<file path="src/rtl/dk_trigger_seq_pkg.sv">
// Shared types and constants for the trigger sequencer.
// Holds the per-channel state encoding and the audio offset-binary constant.
package dk_trigger_seq_pkg;

   typedef enum logic [1:0] {
      ST_IDLE = 2'd0,
      ST_HIGH = 2'd1,
      ST_LOW  = 2'd2,
      ST_FIN  = 2'd3
   } chan_state_e;

   localparam logic [15:0] SAMPLE_OFFSET = 16'h8000;

   // Signed two's-complement sample to offset-binary.
   function automatic logic [15:0] to_offset_binary(input logic [15:0] s);
      return s ^ SAMPLE_OFFSET;
   endfunction

endpackage

</file>
<file path="src/rtl/dk_trigger_chan.sv">
// One trigger channel: repeats a high/low pulse pattern counted in audio strobes.
// Parameters are latched on start and held until the sequence finishes or is stopped.
module dk_trigger_chan
   import dk_trigger_seq_pkg::*;
#(
   parameter int unsigned CNT_W = 16,
   parameter int unsigned REP_W = 8
) (
   input  logic             clk,
   input  logic             rst,
   input  logic             start_i,
   input  logic             stop_i,
   input  logic             strobe_i,
   input  logic [CNT_W-1:0] high_time_i,
   input  logic [CNT_W-1:0] low_time_i,
   input  logic [REP_W-1:0] repeats_i,
   output logic             trig_o,
   output logic             done_o,
   output logic             active_c
);

   chan_state_e      state_q, state_d;
   logic [CNT_W-1:0] cnt_q, cnt_d;
   logic [CNT_W-1:0] high_q, high_d;
   logic [CNT_W-1:0] low_q, low_d;
   logic [REP_W-1:0] rep_q, rep_d;
   logic             trig_q, trig_d;
   logic             done_q, done_d;
   logic             last_rep;
   logic             terminal;

   assign last_rep = (rep_q == REP_W'(1));
   assign terminal = strobe_i && (cnt_q <= CNT_W'(1));

   // Next-state and counter logic.
   always_comb begin
      state_d = state_q;
      cnt_d   = cnt_q;
      high_d  = high_q;
      low_d   = low_q;
      rep_d   = rep_q;

      case (state_q)
         ST_IDLE: begin
            if (start_i) begin
               high_d = high_time_i;
               low_d  = low_time_i;
               rep_d  = repeats_i;
               if ((repeats_i == '0) || ((high_time_i == '0) && (low_time_i == '0))) begin
                  state_d = ST_FIN;
               end else if (high_time_i == '0) begin
                  state_d = ST_LOW;
                  cnt_d   = low_time_i;
               end else begin
                  state_d = ST_HIGH;
                  cnt_d   = high_time_i;
               end
            end
         end
         ST_HIGH: begin
            if (terminal) begin
               if (low_q == '0) begin
                  // No low phase: the high phase itself closes a repeat.
                  rep_d = rep_q - REP_W'(1);
                  if (last_rep) begin
                     state_d = ST_FIN;
                  end else begin
                     cnt_d = high_q;
                  end
               end else begin
                  state_d = ST_LOW;
                  cnt_d   = low_q;
               end
            end else if (strobe_i) begin
               cnt_d = cnt_q - CNT_W'(1);
            end
         end
         ST_LOW: begin
            if (terminal) begin
               rep_d = rep_q - REP_W'(1);
               if (last_rep) begin
                  state_d = ST_FIN;
               end else if (high_q != '0) begin
                  state_d = ST_HIGH;
                  cnt_d   = high_q;
               end else begin
                  cnt_d = low_q;
               end
            end else if (strobe_i) begin
               cnt_d = cnt_q - CNT_W'(1);
            end
         end
         ST_FIN: begin
            state_d = ST_IDLE;
         end
         default: begin
            state_d = ST_IDLE;
         end
      endcase

      if (stop_i) begin
         state_d = ST_IDLE;
         cnt_d   = '0;
      end

      trig_d   = (state_d == ST_HIGH);
      done_d   = (state_q == ST_FIN) && !stop_i;
      active_c = (state_d != ST_IDLE);
   end

   always_ff @(posedge clk or posedge rst) begin
      if (rst) begin
         state_q <= ST_IDLE;
         cnt_q   <= '0;
         high_q  <= '0;
         low_q   <= '0;
         rep_q   <= '0;
         trig_q  <= 1'b0;
         done_q  <= 1'b0;
      end else begin
         state_q <= state_d;
         cnt_q   <= cnt_d;
         high_q  <= high_d;
         low_q   <= low_d;
         rep_q   <= rep_d;
         trig_q  <= trig_d;
         done_q  <= done_d;
      end
   end

   assign trig_o = trig_q;
   assign done_o = done_q;

endmodule

</file>
<file path="src/rtl/dk_trigger_seq.sv">
// Multi-channel trigger sequencer with a shared audio-strobe divider and
// an offset-binary sample path registered on each strobe.
module dk_trigger_seq
   import dk_trigger_seq_pkg::*;
#(
   parameter int unsigned CLOCK_RATE  = 1536000,
   parameter int unsigned SAMPLE_RATE = 96000,
   parameter int unsigned CHANNELS    = 2,
   parameter int unsigned CNT_W       = 16,
   parameter int unsigned REP_W       = 8
) (
   input  logic                      clk,
   input  logic                      I_RST,
   input  logic                      start,
   input  logic                      stop,
   input  logic [CHANNELS*CNT_W-1:0] high_time,
   input  logic [CHANNELS*CNT_W-1:0] low_time,
   input  logic [CHANNELS*REP_W-1:0] repeats,
   input  logic [15:0]               sample_in,
   output logic                      audio_clk_en,
   output logic [CHANNELS-1:0]       trig,
   output logic                      busy,
   output logic [CHANNELS-1:0]       done,
   output logic [15:0]               sample_out,
   output logic                      sample_valid
);

   localparam int unsigned DIV   = CLOCK_RATE / SAMPLE_RATE;
   localparam int unsigned DIV_W = (DIV > 1) ? $clog2(DIV) : 1;

   if (DIV < 2) begin : g_bad_div
      $error("dk_trigger_seq: CLOCK_RATE/SAMPLE_RATE must be at least 2");
   end
   if ((CHANNELS < 1) || (CHANNELS > 8)) begin : g_bad_channels
      $error("dk_trigger_seq: CHANNELS must be 1..8");
   end

   logic [DIV_W-1:0]    div_q, div_d;
   logic                en_q, en_d;
   logic [15:0]         sample_q, sample_d;
   logic                valid_q, valid_d;
   logic                busy_q, busy_d;
   logic [CHANNELS-1:0] active_c;

   // Free-running strobe divider and sample capture.
   always_comb begin
      div_d    = div_q + DIV_W'(1);
      en_d     = 1'b0;
      sample_d = sample_q;
      valid_d  = en_q;
      busy_d   = |active_c;
      if (div_q == DIV_W'(DIV - 1)) begin
         div_d = '0;
         en_d  = 1'b1;
      end
      if (en_q) begin
         sample_d = to_offset_binary(sample_in);
      end
   end

   always_ff @(posedge clk or posedge I_RST) begin
      if (I_RST) begin
         div_q    <= '0;
         en_q     <= 1'b0;
         sample_q <= '0;
         valid_q  <= 1'b0;
         busy_q   <= 1'b0;
      end else begin
         div_q    <= div_d;
         en_q     <= en_d;
         sample_q <= sample_d;
         valid_q  <= valid_d;
         busy_q   <= busy_d;
      end
   end

   for (genvar k = 0; k < CHANNELS; k++) begin : g_chan
      dk_trigger_chan #(
         .CNT_W(CNT_W),
         .REP_W(REP_W)
      ) u_chan (
         .clk        (clk),
         .rst        (I_RST),
         .start_i    (start),
         .stop_i     (stop),
         .strobe_i   (en_q),
         .high_time_i(high_time[k*CNT_W +: CNT_W]),
         .low_time_i (low_time[k*CNT_W +: CNT_W]),
         .repeats_i  (repeats[k*REP_W +: REP_W]),
         .trig_o     (trig[k]),
         .done_o     (done[k]),
         .active_c   (active_c[k])
      );
   end

   assign audio_clk_en = en_q;
   assign busy         = busy_q;
   assign sample_out   = sample_q;
   assign sample_valid = valid_q;

endmodule

</file>
<file path="config.mk">
export PLATFORM = sky130hd
export DESIGN_NAME = dk_trigger_seq
export DESIGN_NICKNAME = d
export VERILOG_FILES = /design/src/rtl/dk_trigger_seq_pkg.sv /design/src/rtl/dk_trigger_chan.sv /design/src/rtl/dk_trigger_seq.sv
export SDC_FILE = /design/constraint.sdc
export NUM_CORES = 1
export LEC_CHECK = 0
export CORE_MARGIN = 8
export CORE_UTILIZATION = 60
export CTS_CLUSTER_DIAMETER = 200
export DETAILED_ROUTE_END_ITERATION = 8
export GPL_ROUTABILITY_DRIVEN = 0
export PLACE_DENSITY = 0.87
export SLEW_MARGIN = 15
export SYNTH_ARGS = -nofsm -noshare
export SYNTH_HDL_FRONTEND = slang
export SYNTH_SLANG_ARGS = --single-unit
</file>
<file path="constraint.sdc">
create_clock -name clk -period 7.7 [get_ports clk]
set_input_delay 1.54 -clock clk [delete_from_list [all_inputs] [get_ports clk]]
set_output_delay 1.54 -clock clk [all_outputs]
set_load 0.1 [all_outputs]
</file>
## After elaboration in Yosys (flattened, before gate mapping)

Cells that the tools add are included.

- Register bits after elaboration: 143
- Input bits: 100
- Output and inout bits: 23
- Word-level logic and storage cells: 146

- Add/sub/neg operators: 5
- Order comparisons: 2
- Equal/unequal tests: 27
- Mux-type cells: 58
- Bitwise operators: 1
- Reductions and logical operators: 34

Operators by type and width:

| operator | count |
|---|---|
| 2-to-1 mux 16 bit | 22 |
| logical NOT 16 bit | 6 |
| one-hot mux 16 bit (3 select lines) | 2 |
| 2-to-1 mux 8 bit | 8 |
| one-hot mux 8 bit (3 select lines) | 2 |
| 2-to-1 mux 2 bit | 20 |
| less-or-equal comparator 16 x 1 -> 1 bit (second input constant) | 2 |
| nonzero test 16 bit | 2 |
| subtractor 16 x 1 -> 16 bit (second input constant) | 2 |
| AND reduction 5 bit | 4 |
| == test 8 x 1 -> 1 bit (second input constant) | 2 |
| logical NOT 8 bit | 2 |
| one-hot mux 2 bit (4 select lines) | 2 |
| subtractor 8 x 1 -> 8 bit (second input constant) | 2 |
| != test 2 x 1 -> 1 bit (second input constant) | 6 |
| != test 3 bit (second input constant) | 4 |
| != test 5 bit (second input constant) | 2 |
| == test 2 x 1 -> 1 bit (second input constant) | 4 |
| == test 2 bit (second input constant) | 4 |
| != test 4 bit (second input constant) | 2 |
| nonzero test 4 bit | 2 |
| logical AND 1 bit | 6 |
| nonzero test 3 bit | 2 |
| adder 4 x 1 -> 4 bit (second input constant) | 1 |
| 11 further kinds | 16 |

## Longest topological paths before layout

- Depth in word-level cells: 9
- Depth in mapped cells: 10
- Mapped depth without buffers: 8

## Cells and area by module

Synthesis repeated with hierarchy kept, for this count alone.

- Cell total of the unflattened synthesis: 793
- Area total of the unflattened synthesis: 8,481.9 sq um

By module, submodules not included:

| module | times used | cells an instance | area each (sq um) | sequential area each (sq um) |
|---|---|---|---|---|
| dk_trigger_chan (g_chan[0].u_chan) | 1 | 384 | 3,901.2 | 1,501.4 |
| dk_trigger_chan (g_chan[1].u_chan) | 1 | 358 | 3,696.0 | 1,501.4 |
| dk_trigger_seq | 1 | 51 | 884.6 | 575.6 |

## Worst setup path after synthesis

OpenSTA, ideal clock, no wires.

- Path type: input-to-reg
- Start point: input port high_time[18]
- End point: register g_chan[1].u_chan.cnt_q[0]
- Setup time: 101 ps
- Arrival time: 3,220 ps
- Data required time: 7,599 ps
- Slack: 4,379 ps
- Cell stages on the path: 8
- Path buffers: 2
- Path through: nor4_1 > and4_1 > nor2b_1 > clkbuf_1 > clkbuf_1 > a211oi_1 > or4_1 > o32ai_1

- Cells in the longest elaborated chain, start to end: 6
- Elaborated cells between the ends (all ways): 10
- Those cells by class: eq/ne (1); mux (5); reduce/logical (4)

Ends and longest elaborated chain:

| element | line | RTL |
|---|---|---|
| from (decl) | dk_trigger_seq.sv:16 | `input logic [CHANNELS*CNT_W-1:0] high_time,` |
| logical NOT 16 bit * | dk_trigger_chan.sv:49, dk_trigger_chan.sv:51 |  |
| 2-to-1 mux 16 bit | dk_trigger_chan.sv:51 | `end else if (high_time_i == '0) begin` |
| 2-to-1 mux 16 bit | dk_trigger_chan.sv:49 | `if ((repeats_i == '0) \|\| ((high_time_i == '0) && (low_time_i == '0))) begin` |
| 2-to-1 mux 16 bit | dk_trigger_chan.sv:45 | `if (start_i) begin` |
| one-hot mux 16 bit (3 select lines) | dk_trigger_chan.sv:43 | `case (state_q)` |
| 2-to-1 mux 16 bit | dk_trigger_chan.sv:101 | `if (stop_i) begin` |
| to (signal assigned) | dk_trigger_chan.sv:122 | `cnt_q <= cnt_d;` |
| to (decl) | dk_trigger_chan.sv:23 | `logic [CNT_W-1:0] cnt_q, cnt_d;` |

Mark *: on every way between the ends. The rest lies on a longest branch, timed or not. The select of a mux whose other input is x is not followed.
A chain may end at the register's enable or synchronous reset.

## Final worst setup path

- Start point: input port high_time[0]
- End point: register g_chan[0].u_chan.cnt_q[5]

- Cells in the longest elaborated chain, start to end: 6
- Elaborated cells between the ends (all ways): 10
- Those cells by class: eq/ne (1); mux (5); reduce/logical (4)

Ends and longest elaborated chain:

| element | line |
|---|---|
| logical NOT 16 bit * | dk_trigger_chan.sv:49, dk_trigger_chan.sv:51 |
| 2-to-1 mux 16 bit | dk_trigger_chan.sv:51 |
| 2-to-1 mux 16 bit | dk_trigger_chan.sv:49 |
| 2-to-1 mux 16 bit | dk_trigger_chan.sv:45 |
| one-hot mux 16 bit (3 select lines) | dk_trigger_chan.sv:43 |
| 2-to-1 mux 16 bit | dk_trigger_chan.sv:101 |
| to (signal assigned) | dk_trigger_chan.sv:122 |
| to (decl) | dk_trigger_chan.sv:23 |

Marks and branches as above.

==> run_summary.xml <==
<?xml version="1.0" encoding="UTF-8"?>
<metrics>
  <group name="clock_network">
    <metric name="worst_setup_hold_path_clk_slew" unit="ns">0.06</metric>
    <metric name="clock_tree.buffer_depth" unit="">2</metric>
    <metric name="clock-root-buffer" unit="">sky130_fd_sc_hd__clkbuf_16</metric>
    <metric name="hold_bufs_inserted_after_cts" unit="">0</metric>
    <metric name="clock_tree_from_tritoncts" unit="">built</metric>
    <metric name="numCtsBuffers" unit="">17</metric>
    <metric name="clk_latency" unit="ns">0.43</metric>
    <metric name="h_tree_levels" unit="">4</metric>
    <metric name="post-cts-setup-buffers" unit="">0</metric>
    <metric name="cts_num_sinks" unit="">143</metric>
    <metric name="post_cts_resize_count" unit="">0</metric>
  </group>
  <group name="place">
    <metric name="detailedPlace.worstSlack" unit="ns">3.04</metric>
    <metric name="placement.cell_area" unit="um^2">9650</metric>
    <metric name="dp_hpwl" unit="um">16500</metric>
    <metric name="io_buffer_count" unit="">122</metric>
    <metric name="dpl.cell_count" unit="">1068</metric>
  </group>
  <group name="die">
    <metric name="floorplan.die_area" unit="um^2">18000</metric>
    <metric name="die-height" unit="um">134</metric>
    <metric name="chipWidth" unit="um">134</metric>
    <metric name="initial_core_util" unit="%">60.8</metric>
    <metric name="top_level_ports" unit="">123</metric>
    <metric name="core-area" unit="um^2">13800</metric>
    <metric name="placementRows" unit="">43</metric>
  </group>
  <group name="yosys">
    <metric name="synth_async_sr_flop_share" unit="%">100</metric>
    <metric name="synth-seq-cells" unit="">143</metric>
    <metric name="synth_cells" unit="">814</metric>
    <metric name="synth-edff-count" unit="">0</metric>
    <metric name="synth_xor_xnor_area_share" unit="%">2.82</metric>
    <metric name="yosysTopAreaCell" unit="">sky130_fd_sc_hd__dfrtp_1</metric>
    <metric name="post-synth-top-count-cell" unit="">sky130_fd_sc_hd__dfrtp_1</metric>
    <metric name="synthAdderAreaFrac" unit="%">2.84</metric>
    <metric name="post_synth_num_cell_types" unit="">67</metric>
    <metric name="synth_top_area_share" unit="%">42.7</metric>
    <metric name="ys_warn_count" unit="">0</metric>
    <metric name="fraction_of_the_mapped_netlist_area_in_compound_gates" unit="%">21.1</metric>
    <metric name="synth_top_cells_by_area" unit="">sky130_fd_sc_hd__dfrtp_1 (43%), sky130_fd_sc_hd__mux2_2 (11%), sky130_fd_sc_hd__nor4_1 (3.2%)</metric>
    <metric name="syn-num-nets" unit="">933</metric>
    <metric name="synth.cells.most_frequent" unit="">sky130_fd_sc_hd__dfrtp_1 (143), sky130_fd_sc_hd__mux2_2 (79), sky130_fd_sc_hd__nor4_1 (43)</metric>
    <metric name="yosysSeqAreaShare" unit="%">42.7</metric>
    <metric name="synth_top_family_by_area" unit="">compound AO/OA/AOI/OAI gates</metric>
    <metric name="synth_top_flop_cell" unit="">sky130_fd_sc_hd__dfrtp_1</metric>
    <metric name="synth_area" unit="um^2">8380</metric>
    <metric name="yosys.area_share.simple" unit="%">15.2</metric>
    <metric name="synth_mux_area_share" unit="%">10.7</metric>
    <metric name="synth.avg_cell_area" unit="um^2">10.3</metric>
  </group>
  <group name="critical_path">
    <metric name="cp_max_fo" unit="">32</metric>
    <metric name="number_of_cells_on_the_worst_reg_to_reg_path" unit="">6</metric>
    <metric name="r2r-start" unit="">g_chan[1].u_chan.cnt_q[6]</metric>
    <metric name="worstSetupPathType" unit="">input pin to flop</metric>
    <metric name="ff2ff_setup_slack" unit="ns">4.27</metric>
    <metric name="reg2reg_to" unit="">g_chan[1].u_chan.cnt_q[3]</metric>
    <metric name="endpoint_kind" unit="">flop</metric>
    <metric name="timing.critical_path.required" unit="ns">8.02</metric>
    <metric name="startpoint_type" unit="">input pin</metric>
    <metric name="worstPathArrival" unit="ns">4.69</metric>
  </group>
  <group name="grt">
    <metric name="vias_in_the_first_global_route" unit="">7276</metric>
    <metric name="grt_first_pass_wirelength" unit="um">38300</metric>
    <metric name="grt_remaining_overflow" unit="">0</metric>
    <metric name="grt_max_degree" unit="">82</metric>
    <metric name="groute.usage.overall" unit="%">26.4</metric>
    <metric name="grt_antenna_before_repair" unit="">0</metric>
  </group>
  <group name="min_path">
    <metric name="hp-start" unit="">div_q[3]</metric>
    <metric name="holdPathStages" unit="">1</metric>
    <metric name="worstHoldPathType" unit="">flop to flop</metric>
    <metric name="worst_hold_path.endpoint" unit="">div_q[3]</metric>
  </group>
  <group name="sta">
    <metric name="maxClockFrequency" unit="MHz">229</metric>
    <metric name="fin_crit" unit="ns">4.37</metric>
    <metric name="fin_hold_viols" unit="">0</metric>
    <metric name="tns" unit="ns">0</metric>
    <metric name="tightest_slew" unit="ns">1.09</metric>
    <metric name="timing.max_slew.rel_slack" unit="%">27.0</metric>
    <metric name="finClkSkew" unit="ns">0.00866</metric>
    <metric name="finalMaxSlewViolations" unit="">0</metric>
    <metric name="setup_viol" unit="">0</metric>
    <metric name="setup_slack" unit="ns">3.33</metric>
    <metric name="unrepaired_setup_endpoints_after_global_routing" unit="">false</metric>
    <metric name="holdWs" unit="ns">0.483</metric>
    <metric name="crit_share_post_route" unit="%">56.8</metric>
  </group>
  <group name="run">
    <metric name="max_cap_viol_count" unit="">0</metric>
  </group>
  <group name="routing">
    <metric name="initial_detailed_routing_violation_count" unit="">862</metric>
    <metric name="drt_wl_cell" unit="um">21.8</metric>
    <metric name="final_antenna_net_count" unit="">0</metric>
    <metric name="drt_pass1_iterations" unit="">5</metric>
    <metric name="detailroute.via_count" unit="">7567</metric>
    <metric name="routed_via_density" unit="">6.89</metric>
    <metric name="drc_errors" unit="">0</metric>
    <metric name="detail_route.wirelength" unit="um">23900</metric>
  </group>
  <group name="power_and_ir_drop">
    <metric name="irDropWorstVdd" unit="uV">271</metric>
    <metric name="power.density_cell_area" unit="nW/um^2">400</metric>
    <metric name="power.static_leakage" unit="nW">3.90</metric>
    <metric name="final_total_power" unit="mW">4.09</metric>
  </group>
  <group name="cells_and_area">
    <metric name="seqCellArea" unit="um^2">3580</metric>
    <metric name="stdcell_count" unit="">1099</metric>
    <metric name="design_area" unit="um^2">10200</metric>
    <metric name="design.final.nets" unit="">1026</metric>
    <metric name="multi_input_comb_area" unit="um^2">4420</metric>
    <metric name="area_delta_synth_final" unit="%">22.2</metric>
    <metric name="post_route_core_utilization" unit="%">74.3</metric>
    <metric name="fraction_of_final_layout_cells_with_drive_strength_greater_than_1" unit="%">15.0</metric>
    <metric name="num_antenna_cells" unit="">0</metric>
    <metric name="num-fill-cells" unit="">983</metric>
  </group>
  <group name="status">
    <metric name="outcome" unit="">complete, no violations</metric>
  </group>
</metrics>
## worst max-delay path, cell delays in order
cell,delay (ns)
sky130_fd_sc_hd__clkdlybuf4s50_1,0.45
sky130_fd_sc_hd__nor4_1,0.48
sky130_fd_sc_hd__and4_1,0.77
sky130_fd_sc_hd__a21boi_0,0.30
sky130_fd_sc_hd__o22ai_4,0.70
sky130_fd_sc_hd__nor3_1,0.16
sky130_fd_sc_hd__a32o_1,0.28
## worst max path at each step
stage	from	endpoint	slack [ns]	cells after the start
3_3_place_gp	high_time[0]	g_chan[0].u_chan.cnt_q[1]	3.14	7
4_1_cts	high_time[0]	g_chan[0].u_chan.cnt_q[5]	3.42	7
5_1_grt	high_time[0]	g_chan[0].u_chan.cnt_q[5]	3.21	7
2_1_floorplan	I_RST	audio_clk_en	2.32	1
3_5_place_dp	high_time[0]	g_chan[0].u_chan.cnt_q[8]	3.04	7
6_report	high_time[0]	g_chan[0].u_chan.cnt_q[5]	3.33	7
## layout make-up
type,count,area share (%)
multi-input combinational,577,43.2
sequential,143,35.0
timing repair buffer,131,12.5
clock buffer,21,4.60
tap,180,2.20
inverter,37,1.41
clock inverter,10,1.10
## logic make-up (layout without fill, tap and decap cells)
logic type / count (synthesis) / after routing
multiplexers: 80 / 80
flip-flops: 143 / 143
AND/OR/NAND/NOR: 217 / 217
XOR/XNOR: 27 / 27
AO/OA/AOI/OAI: 234 / 234
buffers and inverters: 94 / 199
adder cells (fa/ha/maj): 19 / 19
## flip-flops by register name, indices dropped and copies added (netlist names)
signal,cells
audio_clk_en,1
busy,1
div_q,4
g_chan.u_chan.cnt_q,32
g_chan.u_chan.done_o,2
g_chan.u_chan.high_q,32
g_chan.u_chan.low_q,32
g_chan.u_chan.rep_q,16
g_chan.u_chan.state_q,4
g_chan.u_chan.trig_o,2
sample_out,16
sample_valid,1
## per-layer routing
metal | track usage, % | wire (um) | vias up
met2 | 39.7 | 10800 | 482
met3 | 6.69 | 2350 | 63
met4 | 10.5 | 628 | 0
li1 | - | - | 3369
met5 | 0 | 0 | -
met1 | 35.9 | 10100 | 3653
## layout by cell type (no fill, tap or decap), types with 7 or more instances in the layout
cell	synthesis	final
sky130_fd_sc_hd__nor2_1	35	35
sky130_fd_sc_hd__nand3_1	9	9
sky130_fd_sc_hd__a32o_1	19	19
sky130_fd_sc_hd__o22a_1	13	13
sky130_fd_sc_hd__clkbuf_16	0	17
sky130_fd_sc_hd__a22oi_1	20	20
sky130_fd_sc_hd__a21oi_1	33	33
sky130_fd_sc_hd__nor3_1	30	30
sky130_fd_sc_hd__xor2_1	11	11
sky130_fd_sc_hd__a31oi_1	7	7
sky130_fd_sc_hd__nand4_1	7	7
sky130_fd_sc_hd__o221ai_1	16	16
sky130_fd_sc_hd__nand2_1	20	20
sky130_fd_sc_hd__o21ai_0	29	29
sky130_fd_sc_hd__inv_1	36	35
sky130_fd_sc_hd__o32ai_1	12	12
sky130_fd_sc_hd__nor2b_1	9	8
sky130_fd_sc_hd__clkdlybuf4s50_1	0	121
sky130_fd_sc_hd__buf_4	6	9
sky130_fd_sc_hd__or4_1	16	16
sky130_fd_sc_hd__xnor2_1	16	16
sky130_fd_sc_hd__a22o_1	15	15
sky130_fd_sc_hd__and4_1	7	7
sky130_fd_sc_hd__ha_1	19	19
sky130_fd_sc_hd__a211oi_1	35	35
sky130_fd_sc_hd__nor4_1	43	43
sky130_fd_sc_hd__mux2_2	79	79
sky130_fd_sc_hd__or3_1	7	7
sky130_fd_sc_hd__dfrtp_1	143	143
## report_power, final
group          switching [mW]  total, mW  leakage, nW  internal (mW)
logic                    1.08       1.88         1.88          0.802
registers               0.322       1.39         1.74           1.07
clock network           0.318      0.817        0.285          0.499
Power figures use the tool's default switching activity.
